--- src/rtl/mult_pkg.sv ---
// rtl/mult_pkg.sv - shared state encoding and default width for the sequential multiplier
package mult_pkg;

  typedef enum logic [1:0] {IDLE, BUSY, DONE} mult_state_t;

  localparam int DEFAULT_WIDTH = 9;

endpackage

--- src/rtl/mult_abs.sv ---
// rtl/mult_abs.sv - operand magnitude/sign split; the most negative value maps to 2^(WIDTH-1)
module mult_abs
  import mult_pkg::*;
#(
  parameter int WIDTH = DEFAULT_WIDTH
) (
  input  logic [WIDTH-1:0] value,
  input  logic             is_signed,
  output logic [WIDTH-1:0] magnitude,
  output logic             sign
);

  assign sign      = is_signed & value[WIDTH-1];
  assign magnitude = sign ? (-value) : value;

endmodule

--- src/rtl/seq_multiplier.sv ---
// rtl/seq_multiplier.sv - radix-2 shift-add multiplier with valid/ready handshakes
// Optional zero-multiplier early termination: SEQ_MULT_EARLY_TERM_EN.
module seq_multiplier
  import mult_pkg::*;
#(
  parameter  int WIDTH  = DEFAULT_WIDTH,
  localparam int PROD_W = 2 * WIDTH,
  localparam int CNT_W  = $clog2(WIDTH + 1)
) (
  input  logic              clk,
  input  logic              rst,
  input  logic              in_valid,
  output logic              in_ready,
  input  logic [WIDTH-1:0]  a,
  input  logic [WIDTH-1:0]  b,
  input  logic              is_signed,
  output logic              out_valid,
  input  logic              out_ready,
  output logic [PROD_W-1:0] y
);

  mult_state_t       state;
  logic [WIDTH-1:0]  a_mag;
  logic [WIDTH-1:0]  b_mag;
  logic              a_neg;
  logic              b_neg;
  logic [PROD_W-1:0] mcand;
  logic [PROD_W-1:0] acc;
  logic [PROD_W-1:0] addend;
  logic [WIDTH-1:0]  mplr;
  logic [CNT_W-1:0]  cnt;
  logic              neg;
  logic              finish;

  mult_abs #(.WIDTH(WIDTH)) u_abs_a (
    .value     (a),
    .is_signed (is_signed),
    .magnitude (a_mag),
    .sign      (a_neg)
  );

  mult_abs #(.WIDTH(WIDTH)) u_abs_b (
    .value     (b),
    .is_signed (is_signed),
    .magnitude (b_mag),
    .sign      (b_neg)
  );

  // mcand is pre-shifted each step, so it always equals |a| << (WIDTH - cnt)
  assign addend = mplr[0] ? mcand : '0;

`ifdef SEQ_MULT_EARLY_TERM_EN
  assign finish = (cnt == '0) || (mplr == '0);
`else
  assign finish = (cnt == '0);
`endif

  always_ff @(posedge clk or posedge rst) begin
    if (rst) begin
      state     <= IDLE;
      in_ready  <= 1'b1;
      out_valid <= 1'b0;
      y         <= '0;
      cnt       <= '0;
      acc       <= '0;
      mcand     <= '0;
      mplr      <= '0;
      neg       <= 1'b0;
    end else begin
      case (state)
        IDLE: begin
          if (in_valid && in_ready) begin
            mcand    <= PROD_W'(a_mag);
            mplr     <= b_mag;
            neg      <= a_neg ^ b_neg;
            acc      <= '0;
            cnt      <= CNT_W'(WIDTH);
            in_ready <= 1'b0;
            state    <= BUSY;
          end
        end
        BUSY: begin
          if (finish) begin
            y         <= neg ? (-acc) : acc;
            out_valid <= 1'b1;
            state     <= DONE;
          end else begin
            acc   <= acc + addend;
            mcand <= mcand << 1;
            mplr  <= mplr >> 1;
            cnt   <= cnt - CNT_W'(1);
          end
        end
        DONE: begin
          if (out_ready) begin
            out_valid <= 1'b0;
            in_ready  <= 1'b1;
            state     <= IDLE;
          end
        end
        default: begin
          state     <= IDLE;
          in_ready  <= 1'b1;
          out_valid <= 1'b0;
        end
      endcase
    end
  end

endmodule

--- config.mk ---
export PLATFORM = sky130hd
export DESIGN_NAME = seq_multiplier
export DESIGN_NICKNAME = d
export VERILOG_FILES = /design/src/rtl/mult_pkg.sv /design/src/rtl/mult_abs.sv /design/src/rtl/seq_multiplier.sv
export SDC_FILE = /design/constraint.sdc
export NUM_CORES = 1
export LEC_CHECK = 0
export CAP_MARGIN = 5
export CORE_UTILIZATION = 49
export DETAILED_ROUTE_END_ITERATION = 16
export GPL_ROUTABILITY_DRIVEN = 0
export HOLD_SLACK_MARGIN = 0.03
export PLACE_DENSITY = 0.7
export SLEW_MARGIN = 10
export SYNTH_ARGS = -nofsm -noshare
export SYNTH_HDL_FRONTEND = slang
export SYNTH_SLANG_ARGS = --single-unit
--- constraint.sdc ---
create_clock -name clk -period 3.4 [get_ports clk]
set_clock_uncertainty 0.15 [all_clocks]
set_input_delay 1.02 -clock clk [delete_from_list [all_inputs] [get_ports clk]]
set_output_delay 1.02 -clock clk [all_outputs]
set_load 0.01 [all_outputs]
==> summary.txt <==
Status
  – Outcome: completed

Clocking
  – CTS H-tree depth: 3
  – CTS tree: yes
  – Reg clk slew, reported paths: 80 ps
  – Post-CTS sizing: 0
  – Worst-skew pair later-pin latency: 340 ps
  – Setup Buffers After CTS: 0
  – Post-CTS Hold Fix Bufs: 0
  – CTS max path bufs: 2
  – Clock Sinks: 72
  – CTS buffer count: 9
  – CTS root buffer: clkbuf_8

Logic synthesis
  – Synth Area in XOR/XNOR: 7.56%
  – YS warnings: 0
  – Post-synthesis cell type count: 48
  – Synthesis-stage register bit count: 72
  – Mux contribution to synthesized area: 0.227%
  – Register area share after synthesis: 41.0%
  – Post-Synthesis Cell Area: 4400 um2
  – Syn nets: 570
  – Synth Area in Adders: 6.71%
  – Post-synth ARST share: 100%
  – Number of synthesized flops with an enable pin: 0
  – Post-Syn Area per Cell: 8.40 um2
  – Synth Area in Compound Gates: 19.0%
  – Largest family of logic cells by synthesized area: simple AND/OR/NAND/NOR gates
  – Cell count after synthesis: 524
  – Simple-Gate Fraction of Synth Area: 22.3%
  – Synth Flop Type: dfrtp_1

Drt
  – Via count: 3670
  – Mean number of vias per cell: 5.45
  – DRT iter0 DRCs: between 100 and 150
  – Post-Route WL: roughly 9000 um
  – Drt pass-1 iters: 4
  – Post-route ant nets: 0
  – Residual DRC: 0
  – Avg WL per Cell: 13.4 um

Die
  – Die height: 96.8 um
  – DIE AREA: 9360 um2
  – Die Span X: 96.8 um
  – Core area: just under 9000 um2
  – Starting Density: 50.5%
  – Row cnt: 34
  – Ports: 43

Critical path
  – Reg2reg path depth: 11
  – Critical path class: reg2reg
  – CP Capture Type: flop
  – Most used cell, CP: o21ai_0
  – Critical path's largest stage delay: about 420 ps
  – Crit path DAT: 2930 ps
  – Setup crit end: acc[16]
  – CP Max Fanout: 5
  – WP data required: roughly 3500 ps
  – RR Endpoint: acc[16]
  – Slowest CP cell: dfrtp_1
  – CP startpoint kind: flop
  – Worst Setup SP: mplr[0]
  – Crit-path cells: and2_1 > ha_1 > inv_1 > fa_1 > nor2b_1 > o31a_1 > o21ai_0 > a31oi_1 > a221oi_1 > xor2_1 > o21ai_0
  – Flop-to-flop setup slack: 530 ps
  – Worst R2R Start: mplr[0]

Timing
  – Max-slew violations: 0
  – Max-slew headroom: a little under two fifths
  – Peak Freq: 0.349 GHz
  – Tmin final: 2870 ps
  – WHS: 330 ps
  – TNS Setup: 0 ps
  – Setup-failing EPs final: 0
  – RSZ-0062 raised after global routing: no
  – Final hold viol count: 0
  – PnR worst setup slack: approximately 530 ps
  – Tcrit/Tclk final: 84.3%
  – Worst slew pin tran: between 900 and 1000 ps

Layout
  – Fin util: 59.0%
  – Share of cells above drive strength 1: slightly below 6%
  – Design area: 5140 um2
  – Non-Filler Instances: 674
  – Most frequent cells in the layout: 89 x nand2_1, 71 x dfrtp_1, 69 x o21ai_0
  – Area growth syn-to-layout: 16.8%
  – Final net count: 607
  – N_diodes: 0
  – Commonest non-fill, non-tap cell in the layout: nand2_1

GRT
  – Largest net degree at the start of global routing: 45
  – Grt ovf: 0
  – GRT Resource Usage Total: 20.9%
  – Initial antenna violation count: 0
  – Vias in the first global route: 3590
  – First-pass GRT wire length: 16200 um

Placed design
  – Detail Placement HPWL: 6870 um
  – DP Area: 4940 um2
  – Cells after DPL: ~660
  – PortBufs: 42
  – Dpl ws: between 400 and 500 ps

Hold path
  – HP Class: reg2reg

Pwr
  – Tot Pwr: 3.83 mW
  – Pwr/cell area: 744 nW/um2
  – VDD IR max: 268 uV
  – Leakage: ~2.3 nW

Job
  – Max-cap violations: 0
==> state kept, by name (all words and copies together), names as in the netlist <==
name / cells
acc: 18
cnt: 4
in_ready: 1
mcand: 18
mplr: 9
neg: 1
out_valid: 1
state: 2
y: 18
==> worst min-delay path by stage <==
stage / from / to / slack [ps] / cells past startpoint
finish: y[13] / y[13] / 330 / 2
global route: y[6] / y[6] / 350 / 2
CTS: y[6] / y[6] / 340 / 2
detailed placement: y[2] / y[2] / 320 / 2
global placement: y[11] / y[11] / 310 / 2
floorplan: mplr[1] / mplr[1] / 300 / 2
==> power by group <==
| part | switching (mW) | internal (mW) |
|---|---|---|
| clock network | 0.322 | 0.358 |
| registers | 0.309 | 1.17 |
| logic | 0.921 | 0.745 |
| total | 1.55 | 2.27 |
==> layout make-up <==
| cell class | count | area (um2) |
|---|---|---|
| clock buffers | 11 | 141 |
| clock inverters | 5 | 56.3 |
| fillers | 828 | 3580 |
| inverters | 14 | 52.6 |
| multi-input cells | 414 | 2460 |
| flip-flops and latches | 72 | 1800 |
| well taps | 108 | 135 |
| repair buffers | 50 | 493 |
==> cell families (layout without fill, tap and decap cells) <==
logic type | Yosys count | in the layout
xor gates and xnor gates | 38 | 38
AOI/OAI and AO/OA | 147 | 147
adders and majority gates | 23 | 23
DFF | 72 | 72
and+or+nand+nor | 205 | 205
buffers and inverters | 38 | 80
muxes | 1 | 1
==> synthesized netlist by cell type (5+ instances only) <==
master    number  share of area, %
a31oi_1        5              0.71
inv_1         14               1.2
nor3_1         5              0.57
dfrtp_1       71                40
nand3_1       29               3.3
o21ai_0       69               7.8
o31ai_1        7               1.2
and2_1        16               2.3
nor2b_1        6              0.85
a21o_1         8               1.4
clkbuf_1      23               2.0
xnor2_1       13               2.6
nand2_1       89               7.6
or3_1         10               1.4
nor2_1        27               2.3
xor2_1        25               5.0
a21oi_1       41               4.7
ha_1          22               6.3
==> critical path, delay by kind of cell (launching register included) <==
kind,cells,cell delay [ps]
xor gates and xnor gates,1,180
DFF,1,420
buffers and inverters,1,70
AOI/OAI and AO/OA,5,1290
and+or+nand+nor,2,250
adders and majority gates,2,400
==> per-layer routing <==
| metal | share of wire (%) | GRT usage, % | routed length, um |
|---|---|---|---|
| met4 | 1.3 | 5.97 | 116 |
| met5 | 0 | 0 | 0 |
| met1 | 47 | 27.3 | 4250 |
| met2 | 47 | 35.7 | 4270 |
| met3 | 4.1 | 3.25 | 374 |
Power figures use the tool's default switching activity.
